`src/rtl/seg7_capture_pkg.sv`:
```
// seg7_capture_pkg
//   Shared 7-segment definitions. The display encoder and this receiver both
//   use them, so the two ends of the display bus always agree.
//   Segment pattern layout is {a,b,c,d,e,f,g}: bit 6 = a ... bit 0 = g, and
//   segments are active high.
package seg7_capture_pkg;

    localparam int SEG_W    = 7;
    localparam int NIBBLE_W = 4;

    // Legal hex-digit patterns
    localparam logic [SEG_W-1:0] SEG_HEX_0 = 7'h7E;
    localparam logic [SEG_W-1:0] SEG_HEX_1 = 7'h30;
    localparam logic [SEG_W-1:0] SEG_HEX_2 = 7'h6D;
    localparam logic [SEG_W-1:0] SEG_HEX_3 = 7'h79;
    localparam logic [SEG_W-1:0] SEG_HEX_4 = 7'h33;
    localparam logic [SEG_W-1:0] SEG_HEX_5 = 7'h5B;
    localparam logic [SEG_W-1:0] SEG_HEX_6 = 7'h5F;
    localparam logic [SEG_W-1:0] SEG_HEX_7 = 7'h70;
    localparam logic [SEG_W-1:0] SEG_HEX_8 = 7'h7F;
    localparam logic [SEG_W-1:0] SEG_HEX_9 = 7'h7B;
    localparam logic [SEG_W-1:0] SEG_HEX_A = 7'h77;
    localparam logic [SEG_W-1:0] SEG_HEX_B = 7'h1F;
    localparam logic [SEG_W-1:0] SEG_HEX_C = 7'h4E;
    localparam logic [SEG_W-1:0] SEG_HEX_D = 7'h3D;
    localparam logic [SEG_W-1:0] SEG_HEX_E = 7'h4F;
    localparam logic [SEG_W-1:0] SEG_HEX_F = 7'h47;

endpackage

```
`src/rtl/seg7_to_hex.sv`:
```
// seg7_to_hex
//   Combinational decode of a 7-segment pattern back to a hex nibble.
//   Ports:
//     seg    in  7  segment pattern {a..g}, active high
//     nibble out 4  decoded value (0 when the pattern is illegal)
//     legal  out 1  pattern is one of the 16 hex codes
module seg7_to_hex
    import seg7_capture_pkg::*;
(
    input  logic [SEG_W-1:0]    seg,
    output logic [NIBBLE_W-1:0] nibble,
    output logic                legal
);

    always_comb begin
        nibble = 4'h0;
        legal  = 1'b1;
        case (seg)
            SEG_HEX_0: nibble = 4'h0;
            SEG_HEX_1: nibble = 4'h1;
            SEG_HEX_2: nibble = 4'h2;
            SEG_HEX_3: nibble = 4'h3;
            SEG_HEX_4: nibble = 4'h4;
            SEG_HEX_5: nibble = 4'h5;
            SEG_HEX_6: nibble = 4'h6;
            SEG_HEX_7: nibble = 4'h7;
            SEG_HEX_8: nibble = 4'h8;
            SEG_HEX_9: nibble = 4'h9;
            SEG_HEX_A: nibble = 4'hA;
            SEG_HEX_B: nibble = 4'hB;
            SEG_HEX_C: nibble = 4'hC;
            SEG_HEX_D: nibble = 4'hD;
            SEG_HEX_E: nibble = 4'hE;
            SEG_HEX_F: nibble = 4'hF;
            default: begin
                nibble = 4'h0;
                legal  = 1'b0;
            end
        endcase
    end

endmodule

```
`src/rtl/seg7_capture.sv`:
```
// seg7_capture
//   Samples a multiplexed 7-segment display bus, waits for each digit pattern
//   to be stable for STABLE_CYCLES samples, decodes it and assembles a word.
//   When every digit has been captured, the word is offered on a valid/ready
//   output slot.
//   Ports:
//     clock     in   system clock, rising edge
//     reset     in   synchronous, active-high
//     seg_in    in   segment pattern {a..g}, bit 6 = a
//     dig_sel   in   one-hot digit select, bit i = digit i
//     out_value out  captured word, nibble i = digit i
//     out_err   out  per-digit illegal-pattern flag
//     out_valid out  out_value/out_err hold a frame
//     out_ready in   consumer accepts the frame
//     overrun   out  sticky: a frame completed while the previous one was pending
module seg7_capture
    import seg7_capture_pkg::*;
#(
    parameter int DIGITS        = 4,
    parameter int STABLE_CYCLES = 8
) (
    input  logic                         clock,
    input  logic                         reset,
    input  logic [SEG_W-1:0]             seg_in,
    input  logic [DIGITS-1:0]            dig_sel,
    output logic [NIBBLE_W*DIGITS-1:0]   out_value,
    output logic [DIGITS-1:0]            out_err,
    output logic                         out_valid,
    input  logic                         out_ready,
    output logic                         overrun
);

    localparam int               CNT_W   = $clog2(STABLE_CYCLES);
    localparam logic [CNT_W-1:0] CNT_ARM = CNT_W'(STABLE_CYCLES - 2);
    localparam logic [CNT_W-1:0] CNT_MAX = CNT_W'(STABLE_CYCLES - 1);

    logic [SEG_W-1:0]            seg_p0;
    logic [DIGITS-1:0]           sel_p0;
    logic [CNT_W-1:0]            cnt_p0;

    logic [NIBBLE_W*DIGITS-1:0]  frame_buf;
    logic [DIGITS-1:0]           seen;
    logic [DIGITS-1:0]           err;

    logic [NIBBLE_W-1:0]         dec_nibble;
    logic                        dec_legal;

    logic                        stable;
    logic                        capture;
    logic                        frame_full;
    logic                        slot_free;

    seg7_to_hex u_dec (
        .seg    (seg_in),
        .nibble (dec_nibble),
        .legal  (dec_legal)
    );

    // A sample counts towards stability only if it matches the previous one
    // and exactly one digit is selected.
    assign stable     = (seg_in == seg_p0) && (dig_sel == sel_p0) && $onehot(dig_sel);
    // Fires only on the step into the saturated value, so a held pattern
    // captures exactly once.
    assign capture    = stable && (cnt_p0 == CNT_ARM);
    assign frame_full = &seen;
    assign slot_free  = !out_valid || out_ready;

    // Stage p0: input register and stability counter
    always_ff @(posedge clock) begin
        if (reset) begin
            seg_p0 <= '0;
            sel_p0 <= '0;
            cnt_p0 <= '0;
        end else begin
            seg_p0 <= seg_in;
            sel_p0 <= dig_sel;
            if (!stable) begin
                cnt_p0 <= '0;
            end else if (cnt_p0 != CNT_MAX) begin
                cnt_p0 <= cnt_p0 + CNT_W'(1);
            end
        end
    end

    // Stage p1: frame buffer and output slot
    always_ff @(posedge clock) begin
        if (reset) begin
            frame_buf <= '0;
            seen      <= '0;
            err       <= '0;
            out_value <= '0;
            out_err   <= '0;
            out_valid <= 1'b0;
            overrun   <= 1'b0;
        end else begin
            if (out_valid && out_ready) begin
                out_valid <= 1'b0;
            end

            if (frame_full) begin
                // A completed frame blocks further captures until it moves
                // into the output slot; a load here overrides the drop above.
                if (slot_free) begin
                    out_value <= frame_buf;
                    out_err   <= err;
                    out_valid <= 1'b1;
                    frame_buf <= '0;
                    seen      <= '0;
                    err       <= '0;
                end else begin
                    overrun <= 1'b1;
                end
            end else if (capture) begin
                for (int i = 0; i < DIGITS; i++) begin
                    if (dig_sel[i]) begin
                        frame_buf[NIBBLE_W*i +: NIBBLE_W] <= dec_nibble;
                        seen[i]                           <= 1'b1;
                        err[i]                            <= !dec_legal;
                    end
                end
            end
        end
    end

endmodule

```
`config.mk`:
```
export PLATFORM = sky130hd
export DESIGN_NAME = seg7_capture
export DESIGN_NICKNAME = d
export VERILOG_FILES = /design/src/rtl/seg7_capture_pkg.sv /design/src/rtl/seg7_to_hex.sv /design/src/rtl/seg7_capture.sv
export SDC_FILE = /design/constraint.sdc
export NUM_CORES = 1
export LEC_CHECK = 0
export CORE_ASPECT_RATIO = 0.75
export CORE_MARGIN = 4
export CORE_UTILIZATION = 55
export DETAILED_ROUTE_END_ITERATION = 10
export GPL_ROUTABILITY_DRIVEN = 0
export PLACE_DENSITY = 0.79
export SYNTH_ARGS = -nofsm -noshare
export SYNTH_HDL_FRONTEND = slang
export SYNTH_SLANG_ARGS = --single-unit
```
`constraint.sdc`:
```
create_clock -name clock -period 3.3 [get_ports clock]
set_input_delay 0.33 -clock clock [delete_from_list [all_inputs] [get_ports clock]]
set_output_delay 0.33 -clock clock [all_outputs]
set_load 0.02 [all_outputs]
```
=== After elaboration in Yosys (flattened, before gate mapping) ===
Cells that the tools add are included.

* Bits in registers: 60
* Input bits: 14

* Add/subtract/negate cells: 4
* Equal/unequal tests: 22
* Mux-type cells: 25
* Bitwise gates (word level): 2
* Reductions and logical operators: 21

{| class="wikitable"
|+ Operators by type and width
! cell !! count
|-
| 7-bit == test (second input constant) || 12
|-
| 4-bit case mux with 15 select lines || 1
|-
| 16-bit 2-to-1 mux || 3
|-
| 4-bit 2-to-1 mux || 9
|-
| 7-bit by 6-bit == test with 1-bit output (second input constant) || 3
|-
| 16-bit OR reduction || 1
|-
| 1-bit 2-to-1 mux || 12
|-
| 3-bit AND reduction || 4
|-
| 5-bit AND reduction || 2
|-
| 2-bit nonzero test || 5
|-
| 7-bit by 5-bit == test with 1-bit output (second input constant) || 1
|-
| 7-bit == test || 1
|-
| 1-bit by 1-bit adder with 2-bit output || 2
|-
| 4-bit == test || 1
|-
| 1-bit logical AND || 4
|-
| 4-bit AND reduction || 1
|-
| 2-bit by 2-bit adder with 3-bit output || 1
|-
| 3-bit by 1-bit adder with 3-bit output (second input constant) || 1
|-
| 3-bit by 1-bit == test with 1-bit output (second input constant) || 1
|-
| 3-bit == test (second input constant) || 1
|-
| 3-bit inequality test (second input constant) || 1
|-
| 1-bit zero test || 2
|-
| 2-bit by 1-bit inequality test with 1-bit output (second input constant) || 1
|-
| 1-bit NOT || 2
|-
| 2 further kinds || 2
|}

=== Longest topological paths before layout ===
* Word-level depth: 7
* Mapped depth: 11
* Mapped depth without buffers: 10

=== Hierarchy ===
A second synthesis with hierarchy kept.

* Cells, all modules: 308
* Area total of the unflattened synthesis: 2695.1 um2

{| class="wikitable"
|+ Modules (own cells, without submodules)
! module !! times used !! cells each !! area each (um2)
|-
| seg7_capture || 1 || 256 || 2361.0
|-
| seg7_to_hex || 1 || 52 || 334.1
|}

=== Least setup slack after synthesis ===
Ideal clock, no wire load.

* Kind: input port to flip-flop
* Start point: in dig_sel[0]
* End point: reg frame_buf[4]
* Library setup time: 0.134 ns
* Arrival time: 2.475 ns
* Data required time: 3.166 ns
* Path slack: 0.691 ns
* Cell stages on the path: 11
* Buffers on the path: 1
* Cell sequence: inv_1 fa_1 inv_1 ha_1 ha_1 nor3b_1 nand4_1 nor4_4 buf_6 nand2_4 mux2i_1

* Word-level cells in the longest chain between the ends: 7
* Elaborated cells on any way between the ends: 9
* Classes of those cells: add/sub: 2; eq/ne: 2; reduce/logical: 5

{| class="wikitable"
|+ RTL lines
! item !! RTL line !! RTL
|-
| start: declaration || seg7_capture.sv:25 || <nowiki>input logic [DIGITS-1:0] dig_sel,</nowiki>
|-
| 1-bit by 1-bit adder with 2-bit output (implied by the code) || seg7_capture.sv:61 || <nowiki>assign stable = (seg_in == seg_p0) && (dig_sel == sel_p0) && $onehot(dig_sel);</nowiki>
|-
| 2-bit by 2-bit adder with 3-bit output (implied by the code) || seg7_capture.sv:61 ||
|-
| 3-bit by 1-bit == test with 1-bit output || seg7_capture.sv:61 ||
|-
| 1-bit logical AND * || seg7_capture.sv:61 ||
|-
| 1-bit logical AND * || seg7_capture.sv:64 || <nowiki>assign capture = stable && (cnt_p0 == CNT_ARM);</nowiki>
|-
| 2-bit nonzero test (no line) * || - ||
|-
| 3-bit AND reduction (no line) * || - ||
|-
| end signal: indexed assignment || seg7_capture.sv:116 || <nowiki>frame_buf[NIBBLE_W*i +: NIBBLE_W] <= dec_nibble;</nowiki>
|-
| end: declaration || seg7_capture.sv:41 || <nowiki>logic [NIBBLE_W*DIGITS-1:0] frame_buf;</nowiki>
|}

Every way passes the cells marked *; elsewhere a longest branch is shown, timed or not.
A chain may end at the register's enable or synchronous reset.

=== Worst setup path after layout ===
* Start point: in dig_sel[0]
* End point: reg frame_buf[1]

* Word-level cells in the longest chain between the ends: 7
* Elaborated cells on any way between the ends: 10
* Classes of those cells: add/sub: 2; eq/ne: 2; reduce/logical: 6

{| class="wikitable"
|+ RTL lines
! item !! RTL line
|-
| 1-bit by 1-bit adder with 2-bit output (implied by the code) || seg7_capture.sv:61
|-
| 2-bit by 2-bit adder with 3-bit output (implied by the code) || seg7_capture.sv:61
|-
| 3-bit by 1-bit == test with 1-bit output || seg7_capture.sv:61
|-
| 1-bit logical AND || seg7_capture.sv:61
|-
| 1-bit logical AND || seg7_capture.sv:64
|-
| 2-bit nonzero test (no line) || -
|-
| 3-bit AND reduction (no line) * || -
|}

Marked as above.

==> impl_results.md <==
- Most common flop cell mapped by yosys: dfxtp_1
- Net count, final: approximately 380
- Pin count of the biggest net entering global routing: 52
- Post-route ant nets: 0
- IO Port Bufs: 35
- GRT overflow: 0
- Post-Syn Nets: between 300 and 400
- CP endpoint kind: register
- Setup crit start: dig_sel[0]
- Clock tree buffer depth: 2
- VDD IR max: approximately 0.24 mV
- Headroom to the max-slew limit: a little over a quarter
- CP Class: in -> reg
- Post-CTS setup buffers: 0
- First-pass GRT wire length: ~11 mm
- Drt wl/cell: about 14 µm
- Slew Viols, Final: 0
- Max Clock Freq: ~340 MHz
- Area leader, netlist: dfxtp_1
- Mapped Cells: 327
- WP depth: 12
- Setup-failing EPs final: 0
- CP top delay family: adder cells
- Worst reg2reg startpoint: seen[1]$_SDFFE_PP0P_
- Slowest Stage Delay on Critical Path: 530 ps
- CP Data Required Time: between 3000 and 4000 ps
- Synthesis Warnings: 0
- Mapped Avg Cell Area: approximately 8.7 µm²
- Worst Setup Start Kind: input port
- WP data arrival: about 3100 ps
- Final period utilization: 89.4%
- Syn Std Cell Area: around 2800 µm²
- Setup crit end: frame_buf[1]$_SDFFE_PP0P_
- Tightest Pin Transition: roughly 1100 ps
- Asr flop ratio synth: 0%
- DR vias/cell: 5.52
- Vias in the first global route: around 2,300
- Final setup skew: 2.99 ps
- Unrepaired setup endpoints after global routing: no
- Total Neg Setup Slack: 0 ps
- Final wirelength: 6.13 mm
- Initial Utilization: between 50% and 60%
- Buffer and inverter count on the worst path: 4
- FF-to-FF setup slack: approximately 1300 ps
- Worst path cell trace: clkdlybuf4s50_1 -> inv_1 -> fa_1 -> inv_1 -> ha_1 -> ha_1 -> nor3b_1 -> nand4_1 -> nor4_4 -> buf_12 -> nand2_1 -> mux2i_1
- Max cap viols: 0
- 1st-iter DRT viols: about 160
- Hold WC Path Type: reg -> reg
- Power Density: 414 nW/µm²
- CP max FO: 13
- Seq cells post-synth: 60
- Core area: 4950 µm²
- Die area: 6400 µm²
- Hold_buf cts: 0
- R2R depth: 5
- Post-synth EDFFs: 0
- Ant diodes: 0
- H-tree levels: 3
- Boundary pin count: 36
- CTS tree: done
- DRC violations left: 0
- Outcome: finished, final reports clean
- Pre-CTS setup slack: -33.8 ps
- Static leakage: about 1.3 nW
- Worst reg2reg endpoint: err[2]$_SDFFE_PP0P_
- Resized Gates After CTS: 0
- Root buffer cell: clkbuf_8
- Total CTS buffers: 9
- DRT Pass-1 Iters: 4
- Final WS setup: around 350 ps
- Final std cells w/o fill: 425
- Fraction of layout cells with a size suffix above 1: a little under a tenth
- Vias: 2,347
- Chip Width: ~91 µm
- TritonCTS Sinks: 60
- Post-synthesis sequential area ratio: between 40% and 50%
- Synth top area cells: dfxtp_1 42%, nand2_1 8.6%, a21oi_1 6.7%
- Critical-path top delay cell: fa_1
- Tmin final: ~3000 ps
- Die H: ~70 µm
- Hold Vio Cnt, Final: 0
- Initial antenna violation count: 0
- GR Util All Layers: around a fifth
- Distinct cells, synth: 46
- Clock transition at path regs: about 70 ps
- Area grow syn2layout: 18.7%
- HPWL after DPL: ~4.4 mm
- Final Total Pwr: ~1.4 mW
- Clock Latency Late Sink: roughly 330 ps
- Placed cell count: roughly 400
- Num rows: 22
- Fraction of synthesized cell area taken by the top area cell type: a little over two fifths
[cell families (layout without fill, tap and decap cells)]
kind of cell / count (synthesis) / count (layout) / share of synthesized area, %
buf+inv: 26 / 64 / 4.97
compound gates: 54 / 54 / 10.9
mux: 13 / 13 / 4.57
flops: 60 / 60 / 42.2
xor+xnor: 14 / 14 / 5.89
fa+ha+maj: 6 / 6 / 2.90
simple gates: 154 / 154 / 28.6
[cell usage in the layout, fill, tap and decap left out, types with 7 or more instances in the layout]
cell type / netlist / final
nand2_1: 65 / 65
nand2b_1: 7 / 7
inv_1: 7 / 7
clkbuf_8: 0 / 9
a21oi_1: 38 / 38
mux2i_1: 13 / 13
nor2b_1: 9 / 9
nand4_1: 9 / 9
xnor2_1: 7 / 7
nand3_1: 17 / 17
clkdlybuf4s50_1: 0 / 35
dfxtp_1: 60 / 60
nor2_1: 16 / 16
[layout make-up]
class,count,area [µm²]
clock buffers,10,128
clock inverters,5,30.0
fillers,409,1580
inverters,7,26.3
multi-input cells,241,1500
flip-flops and latches,60,1200
well taps,60,75.1
repair buffers,42,415
[sequential cells by signal, indices dropped and copies added, names as in the netlist]
signal,flops
frame_buf,16
out_value,16
seg_p0,7
err,4
out_err,4
seen,4
sel_p0,4
cnt_p0,3
out_valid,1
overrun,1
[Yosys cell counts, types with 2 or more instances]
library cell / instances
o21ai_0: 3
a21oi_1: 38
buf_2: 2
xnor2_2: 6
buf_4: 3
mux2i_1: 13
ha_1: 5
clkbuf_1: 9
o21a_1: 2
inv_1: 7
o211ai_1: 5
nand2b_1: 7
nand2_1: 65
nor2b_1: 9
nand3b_1: 4
dfxtp_1: 60
nand3_1: 17
a21o_1: 2
nand4_1: 9
nor3_1: 3
or4_1: 6
nor2_1: 16
and3_1: 4
buf_6: 4
xnor2_1: 7
[worst min-delay path by stage]
stage,startpoint,end,slack [ps],cells after the start
after floorplan,frame_buf[10]$_SDFFE_PP0P_,out_value[10]$_SDFFE_PP0P_,430,2
after global placement,frame_buf[9]$_SDFFE_PP0P_,out_value[9]$_SDFFE_PP0P_,440,2
after detailed placement,out_value[7]$_SDFFE_PP0P_,out_value[7]$_SDFFE_PP0P_,450,2
after CTS,out_err[2]$_SDFFE_PP0P_,out_err[2]$_SDFFE_PP0P_,450,2
after global routing,out_err[2]$_SDFFE_PP0P_,out_err[2]$_SDFFE_PP0P_,460,2
final,out_value[7]$_SDFFE_PP0P_,out_value[7]$_SDFFE_PP0P_,450,2
[metal layers]
metal / vias to the layer above / wire (µm) / global-route usage, %
met3: 6 / 409 / 7.00
met1: 1072 / 2850 / 27.4
met2: 71 / 2830 / 31.6
met5: - / 0 / 0
li1: 1198 / - / -
met4: 0 / 46 / 5.52
[through the flow]
step	utilization (%)	hold slack [ps]	area (µm²)
floorplan	-	432	2850
global placement	65.0	441	3220
detailed placement	65.0	446	3220
CTS	68.2	454	3380
global route	68.2	465	3380
finish	68.2	453	3380
[worst min-delay path, stage by stage (launching register included)]
cell and delay, ps:
dfxtp_1 310, nand2_1 50, a21oi_1 50
[power by group]
| group | switching [mW] | internal (mW) |
|---|---|---|
| clock | 0.276 | 0.264 |
| sequential | 0.00423 | 0.731 |
| combinational | 0.0710 | 0.0542 |
| total | 0.351 | 1.05 |
(Power assumes the default switching activity.)
